`config.mk`:
```
export PLATFORM = sky130hd
export DESIGN_NAME = alu_dispatch
export DESIGN_NICKNAME = d
export VERILOG_FILES = /design/src/rtl/alu_dispatch.sv
export SDC_FILE = /design/constraint.sdc
export NUM_CORES = 1
export LEC_CHECK = 0
export BUFFER_PORTS_ARGS = -buffer_cell sky130_fd_sc_hd__clkbuf_2
export CAP_MARGIN = 5
export CORE_AREA = 2 2 217 219
export DETAILED_ROUTE_END_ITERATION = 10
export DIE_AREA = 0 0 219 221
export PLACE_DENSITY = 0.48
export SLEW_MARGIN = 20
export SYNTH_ARGS = -nofsm -noshare
export SYNTH_HDL_FRONTEND = slang
export SYNTH_SLANG_ARGS = --single-unit
```
`constraint.sdc`:
```
create_clock -name clk -period 10.8 [get_ports clk]
set_input_delay 0.54 -clock clk [delete_from_list [all_inputs] [get_ports clk]]
set_output_delay 0.54 -clock clk [all_outputs]
set_load 0.02 [all_outputs]
```
`src/rtl/alu_dispatch.sv`:
```
// Round-robin dispatcher between NCH requesters and a shared keyed ALU.
// Issues one tagged op per cycle, routes keyed results back, frees lost ops on timeout.
module alu_dispatch #(
    parameter int unsigned NCH     = 4,
    parameter int unsigned WIDTH   = 32,
    parameter int unsigned OPW     = 8,
    parameter int unsigned KEYW    = 8,
    parameter int unsigned TIMEOUT = 255
) (
    input  logic                 clk,
    input  logic                 rst,
    input  logic [NCH-1:0]       req_valid,
    output logic [NCH-1:0]       req_ready,
    input  logic [NCH*OPW-1:0]   req_op,
    input  logic [NCH*WIDTH-1:0] req_a,
    input  logic [NCH*WIDTH-1:0] req_b,
    output logic [OPW-1:0]       op_o,
    output logic [KEYW-1:0]      key_o,
    output logic [WIDTH-1:0]     a_o,
    output logic [WIDTH-1:0]     b_o,
    input  logic [KEYW-1:0]      key_i,
    input  logic [WIDTH-1:0]     res_i,
    output logic [NCH-1:0]       res_valid,
    output logic [NCH*WIDTH-1:0] res_data,
    output logic [NCH-1:0]       err
);
    localparam int unsigned CW = (TIMEOUT > 0) ? $clog2(TIMEOUT + 1) : 1;
    localparam int unsigned PW = (NCH > 1) ? $clog2(NCH) : 1;
    localparam logic [CW-1:0] TMO_MAX = CW'(TIMEOUT);

    logic [NCH-1:0] busy;
    logic [CW-1:0]  cnt [NCH];
    logic [PW-1:0]  ptr;

    logic [NCH-1:0]   gnt_c;
    logic [NCH-1:0]   hit_c;
    logic [NCH-1:0]   tmo_c;
    logic             gnt_any_c;
    logic [PW-1:0]    gnt_idx_c;
    logic [KEYW-1:0]  key_sel_c;
    logic [OPW-1:0]   op_sel_c;
    logic [WIDTH-1:0] a_sel_c;
    logic [WIDTH-1:0] b_sel_c;

    // Round-robin search: channels above the pointer first, then wrap to 0..ptr.
    always_comb begin
        gnt_c     = '0;
        gnt_any_c = 1'b0;
        gnt_idx_c = ptr;
        for (int unsigned c = 0; c < NCH; c++) begin
            if (!gnt_any_c && (c > 32'(ptr)) && req_valid[c] && req_ready[c]) begin
                gnt_any_c = 1'b1;
                gnt_idx_c = PW'(c);
                gnt_c[c]  = 1'b1;
            end
        end
        for (int unsigned c = 0; c < NCH; c++) begin
            if (!gnt_any_c && (c <= 32'(ptr)) && req_valid[c] && req_ready[c]) begin
                gnt_any_c = 1'b1;
                gnt_idx_c = PW'(c);
                gnt_c[c]  = 1'b1;
            end
        end
    end

    // Payload of the granted channel, result hits and timeouts.
    always_comb begin
        key_sel_c = '0;
        op_sel_c  = '0;
        a_sel_c   = '0;
        b_sel_c   = '0;
        hit_c     = '0;
        tmo_c     = '0;
        for (int unsigned c = 0; c < NCH; c++) begin
            if (gnt_c[c]) begin
                key_sel_c = KEYW'(c + 1);
                op_sel_c  = req_op[c*OPW +: OPW];
                a_sel_c   = req_a[c*WIDTH +: WIDTH];
                b_sel_c   = req_b[c*WIDTH +: WIDTH];
            end
            hit_c[c] = busy[c] && (key_i == KEYW'(c + 1));
            // A result arriving on the timeout cycle takes precedence.
            tmo_c[c] = (TIMEOUT != 0) && busy[c] && (cnt[c] == TMO_MAX) && !hit_c[c];
        end
    end

    always_ff @(posedge clk or posedge rst) begin
        if (rst) begin
            busy      <= '0;
            req_ready <= '0;
            ptr       <= PW'(NCH - 1);
            key_o     <= '0;
            op_o      <= '0;
            a_o       <= '0;
            b_o       <= '0;
            res_valid <= '0;
            res_data  <= '0;
            err       <= '0;
            for (int unsigned c = 0; c < NCH; c++) cnt[c] <= '0;
        end else begin
            res_valid <= hit_c;
            err       <= tmo_c;
            key_o     <= gnt_any_c ? key_sel_c : '0;
            if (gnt_any_c) begin
                ptr  <= gnt_idx_c;
                op_o <= op_sel_c;
                a_o  <= a_sel_c;
                b_o  <= b_sel_c;
            end
            for (int unsigned c = 0; c < NCH; c++) begin
                // Ready drops on accept; a busy clear shows up one edge later.
                req_ready[c] <= !busy[c] && !gnt_c[c];
                if (hit_c[c]) res_data[c*WIDTH +: WIDTH] <= res_i;
                if (gnt_c[c]) begin
                    busy[c] <= 1'b1;
                    cnt[c]  <= '0;
                end else if (hit_c[c] || tmo_c[c]) begin
                    busy[c] <= 1'b0;
                    cnt[c]  <= '0;
                end else if (busy[c] && (cnt[c] != TMO_MAX)) begin
                    cnt[c] <= cnt[c] + CW'(1);
                end
            end
        end
    end
endmodule

```
# Yosys cells after proc, flatten, opt, wreduce, memory -nomap -nowiden

Index checks and enable logic that the tools add are counted.
Widths: inputs -> output; s select.

Flip-flop bits (word level): 258
Input bits: 334
Output and inout bits: 220
Logic and storage cells: 170

Add/subtract/negate cells: 4
Magnitude comparators: 6
Equal/unequal tests: 12
Mux-type cells: 57
Reductions and logical operators: 71

Operators with widths:

| operator            | count |
|---|---|
| $mux 32             | 8 |
| $mux 8              | 20 |
| $logic_and 1x1->1   | 39 |
| $add 8x1->8 const B | 4 |
| $eq 8x8->1 const B  | 4 |
| $ne 8x8->1 const B  | 4 |
| $mux 1              | 22 |
| $logic_not 1->1     | 18 |
| $eq 8x2->1 const B  | 2 |
| $mux 2              | 7 |
| $reduce_bool 3->1   | 4 |
| $eq 8x1->1 const B  | 1 |
| $eq 8x3->1 const B  | 1 |
| $reduce_bool 2->1   | 4 |
| $reduce_bool 7->1   | 1 |
| $gt 2x2->1 const A  | 2 |
| $le 2x2->1 const A  | 2 |
| $logic_or 1x1->1    | 4 |
| $gt 1x2->1 const A  | 1 |
| $le 1x2->1 const A  | 1 |
| $reduce_and 2->1    | 1 |

# Logic depth before layout (Yosys ltp)

Depth in word-level cells: 35
Depth in mapped cells: 8
Gate-level depth less buffers: 6

# Worst setup path before layout

Ideal clock, no wire load.

Path type: input port to flip-flop
From: in key_i[3]
To: reg cnt[29] (netlist bit)
Library setup time: 0.122 ns
Arrival time: 2.173 ns
Required time: 10.678 ns
Slack: 8.506 ns
Cell stages on the path: 6
Path buffers: 2
Path through: or4_4 -> buf_6 -> or4_1 -> buf_2 -> and3_1 -> a32o_1

Longest elaborated chain between the ends: 7
Elaborated cells between the ends (all ways): 8
Classes of those cells: 1 x eq/ne; 2 x mux; 5 x reduce/logical

Ends and longest elaborated chain:

| item                          | line | text |
|---|---|---|
| start, declared               | 21   | `input logic [KEYW-1:0] key_i,` |
| $eq 8x1->1 (*)                | 81   | `hit_c[c] = busy[c] && (key_i == KEYW'(c + 1));` |
| $logic_and 1x1->1 (*)         | 81   |  |
| $logic_not 1->1               | 83   | `tmo_c[c] = (TIMEOUT != 0) && busy[c] && (cnt[c] == TMO_MAX) && !hit_c[c];` |
| $logic_and 1x1->1             | 83   |  |
| $logic_or 1x1->1 (*)          | 117  | `end else if (hit_c[c] \|\| tmo_c[c]) begin` |
| $mux 8                        | 117  |  |
| $mux 8                        | 114  | `if (gnt_c[c]) begin` |
| end signal, assigned by index | 121  | `cnt[c] <= cnt[c] + CW'(1);` |
| end, declared                 | 32   | `logic [CW-1:0] cnt [NCH];` |

Mark *: on every way between the ends. The rest lies on a longest branch, timed or not.
A chain may end at the register's enable or synchronous reset.

# Worst setup path in the final report

From: reg ptr[0]
To: reg b_o[2]

Longest elaborated chain between the ends: 34
Elaborated cells between the ends (all ways): 48
Classes of those cells: 6 x order compare; 17 x mux; 25 x reduce/logical

Ends and longest elaborated chain:

| item                            | line | text |
|---|---|---|
| start, declared                 | 33   | `logic [PW-1:0] ptr;` |
| start signal, assigned          | 91   | `ptr <= PW'(NCH - 1);` |
| start signal, assigned          | 105  | `ptr <= gnt_idx_c;` |
| $gt 1x2->1                      | 51   | `if (!gnt_any_c && (c > 32'(ptr)) && req_valid[c] && req_ready[c]) begin` |
| $logic_and 1x1->1 (2 in series) | 51   |  |
| $mux 1                          | 51   |  |
| $logic_not 1->1                 | 51   |  |
| $logic_and 1x1->1 (3 in series) | 51   |  |
| $mux 1                          | 51   |  |
| $logic_not 1->1                 | 51   |  |
| $logic_and 1x1->1 (3 in series) | 51   |  |
| (+9 left out)                   | n/a  |  |
| $mux 1                          | 58   | `if (!gnt_any_c && (c <= 32'(ptr)) && req_valid[c] && req_ready[c]) begin` |
| $logic_not 1->1                 | 58   |  |
| $logic_and 1x1->1 (3 in series) | 58   |  |
| $mux 1                          | 58   |  |
| $logic_not 1->1                 | 58   |  |
| $logic_and 1x1->1 (3 in series) | 58   |  |
| $mux 1                          | 58   |  |
| $mux 32                         | 75   | `if (gnt_c[c]) begin` |
| end signal, assigned            | 108  | `b_o <= b_sel_c;` |
| end, declared                   | 20   | `output logic [WIDTH-1:0] b_o,` |

Parallel ways exist; a longest one is shown, timed or not.

==> summary.txt <==
Detailed routing
  • Drt drc: 0
  • Avg WL per Cell: 20.69 um
  • Drt total wl: 45.41 mm
  • Drt first pass iters: 5
  • Antenna viol nets, final: 0
  • Vias per inst: 4.861
  • Drt initial violations: 590
  • Via count: 10,670

CTS
  • CTS Buf Count: 34
  • Hold_buf cts: 0
  • Worst-Skew Late Latency: 0.54 ns
  • Clock Sink Count: 253
  • Total setup buffers inserted after CTS: 0
  • Post-CTS Resized: 0
  • H-tree depth: 2
  • Clock slew at reported path FFs: 0.06 ns
  • CTS tree: done
  • Maximum clock path buffer count: 3
  • CTS root buf: clkbuf_16

Timing
  • Setup Skew: 0.01615 ns
  • Max-slew violations: 0
  • Setup TNS: 0 ns
  • Post-route clock period utilization: 29.75%
  • Slew HR: 30.24%
  • Final setup fails: 0
  • Actual slew at the worst max-slew pin: 1.043 ns
  • Post-route minimum period: 3.213 ns
  • Max Freq: 311.2 MHz
  • RSZ-0062 raised after global routing: no
  • Final-report hold violation count: 0

Final layout
  • Nets: 1,900
  • Fillcell total: 4,832
  • Area Overhead vs Synth: 39.28%
  • Share of cells above drive strength 1: 46.15%

Die
  • I/O pin total: 554
  • Core area: 46,060 um^2
  • Die Width: 219 um
  • Initial core utilization: 24.33%
  • Die Area: 48,400 um^2
  • Site Rows: 79
  • Die Y: 221 um

Synthesis
  • Post-Syn Area: 11,210 um^2
  • Warnings from Yosys: 0
  • Post-synth cell types: 52
  • Mean Syn Cell Area: 10.79 um^2
  • Sequential-to-total area share from yosys stat: 56.51%
  • Synthesized instance count: 1,039
  • Top cell type's share of synthesized area: 56.05%
  • Synthesis-stage register bit count: 253
  • Area leader, netlist: dfrtp_1
  • Area contributors post-synth: dfrtp_1 56%, mux2_2 9.6%, nand2_1 6.6%, a221oi_1 5.6%, a21oi_1 4.5%

Global routing
  • Initial antenna violation count: 6
  • Vias in the first global route: 10,850
  • Met1 Track Usage GR: 21.79%
  • Largest net degree at the start of global routing: 150
  • Met3 usage: 6.131%
  • GRT Total Usage: 18.13%
  • First-pass GRT wire length: 67.57 mm
  • Overflow after GRT: 0
  • Met2 usage: 29.86%
  • Most used routing layer: met2

Power
  • Static Leak: 0.008002 uW
  • Cell internal pwr: 2408 uW
  • Reg power frac: 35.3%
  • Combinational share of power: 37.8%
  • Tot Pwr: 4047 uW
  • Clock share of power: 26.9%
  • Pwr per Cell Area: 259.3 nW/um^2
  • VDD IR-drop max: 135.8 uV
  • Switching share of power: 40.50%
  • NetSw: 1639 uW

Critical path
  • CP Capture Point: b_o[2]
  • Endpoint class of the critical path: flip-flop
  • Worst Setup Path Type: flip-flop to flip-flop
  • Reg-to-Reg Start: ptr[0]
  • Crit path max fanout: 61
  • Worst EP arrival: 3.68 ns
  • Reg2reg end: b_o[2]
  • Crit. Startpoint: ptr[0]
  • WP data required: 11.26 ns
  • R2R depth: 7
  • R2R setup slack: 7.59 ns
  • Startpoint Class: flip-flop

Place
  • DP Wirelength: 32.25 mm
  • Placer Congestion: 0.9483
  • PortBufs: 548

Outcome
  • Outcome: finished, final reports clean

Job
  • Max-cap violation count: 0

Worst hold path
  • Hold WC Path Type: primary input to asynchronous set/reset pin
## cell families (layout without fill, tap and decap cells)
family | after synthesis | count (layout) | share of synthesized area [%]
simple gates | 321 | 321 | 13.39
compound gates | 280 | 280 | 16.47
flops | 253 | 253 | 56.51
mux | 98 | 98 | 9.847
buf+inv | 82 | 623 | 3.305
fa+ha+maj | 4 | 4 | 0.4466
other cells | 1 | 9 | 0.03346
## metrics by stage
stage / cells / hold WS, ns / util [%] / area, um^2 / setup WS, ns
after floorplan: 1043 / 0.5074 / - / 11220 / 3.307
after global placement: 2133 / 0.4502 / 31.55 / 14530 / 7.605
after detailed placement: 2133 / 0.4559 / 31.55 / 14530 / 7.591
after CTS: 2191 / 0.1726 / 33.86 / 15600 / 7.654
after global routing: 2195 / 0.1368 / 33.89 / 15610 / 7.443
final: 2195 / 0.09951 / 33.89 / 15610 / 7.587
## cell usage after synthesis, drive strengths merged
cell	instances
a21boi	1
a21o	1
a21oi	101
a221oi	72
a22oi	4
a311o	1
a31oi	6
a32o	2
and2	4
and3	12
buf	23
clkbuf	52
conb	1
dfrtp	251
dfstp	2
ha	4
inv	7
mux2	98
nand2	198
nand2b	11
nand3	20
nand3b	4
nand4	4
nand4b	4
nand4bb	1
nor2	21
nor2b	2
nor3	13
nor4	8
o21ai	13
o21bai	2
o22ai	72
o311a	1
o31ai	2
o32ai	1
o41ai	1
or2	3
or3	10
or3b	3
or4	3
## layer usage
metal	share of wire (%)	routed length [um]	vias up
li1	-	-	4874
met3	9.4	4261	77
met5	0	0	-
met1	39	17930	5236
met4	3.3	1492	0
met2	48	21730	482
## state kept, by name, summed over array words and instances, names as in the netlist
| name | count |
|---|---|
| ptr | 2 |
| cnt | 32 |
| res_valid | 4 |
| op_o | 8 |
| err | 4 |
| key_o | 3 |
| a_o | 32 |
| busy | 4 |
| req_ready | 4 |
| res_data | 128 |
| b_o | 32 |
## cells in the final DEF, fill, tap and decap left out, types with 10 or more instances in the layout
| cell | n |
|---|---|
| o21ai_0 | 12 |
| nor3_1 | 11 |
| dfrtp_1 | 251 |
| a221oi_1 | 72 |
| o22ai_1 | 72 |
| a21oi_1 | 100 |
| nor2_1 | 21 |
| nand3_1 | 20 |
| nand2_1 | 195 |
| clkbuf_16 | 35 |
| and3_1 | 12 |
| or3_1 | 10 |
| clkbuf_2 | 548 |
| mux2_2 | 96 |
| nand2b_1 | 11 |
## critical path, cell delays in order (launching register included)
cell      delay [ns]
dfstp_2         0.57
nand3b_1        0.22
a21oi_1         0.29
nor3_2          0.65
buf_4           0.32
buf_4           0.59
a221oi_1        0.22
a21oi_1         0.18
## power groups by stage
stage	registers (uW)	logic [uW]	clock network, uW
floorplan	1630	756	0
global placement	1430	1520	0
detailed placement	1440	1540	0
CTS	1430	1540	1130
global route	1470	1680	1170
finish	1430	1530	1090
## cell type report
type                       instances  area [um^2]  share of cell area, %
timing repair buffer             558         2830                  18.13
clock buffer                      46        967.2                  6.196
multi-input combinational        708         4577                  29.32
inverter                           7        33.78                 0.2164
clock inverter                    12        97.59                 0.6253
sequential                       253         6334                  40.58
antenna                            4        10.01                0.06413
tap                              607        759.5                  4.866
## worst min-delay path by stage
stage             startpoint       endpoint  slack [ns]
5_1_grt                  rst        b_o[13]        0.14
4_1_cts                  rst        b_o[13]        0.17
6_report                 rst        b_o[13]         0.1
2_1_floorplan        busy[3]   req_ready[3]        0.51
3_3_place_gp   res_data[127]  res_data[127]        0.45
3_5_place_dp    res_data[97]   res_data[97]        0.46
Power figures use the tool's default switching activity.
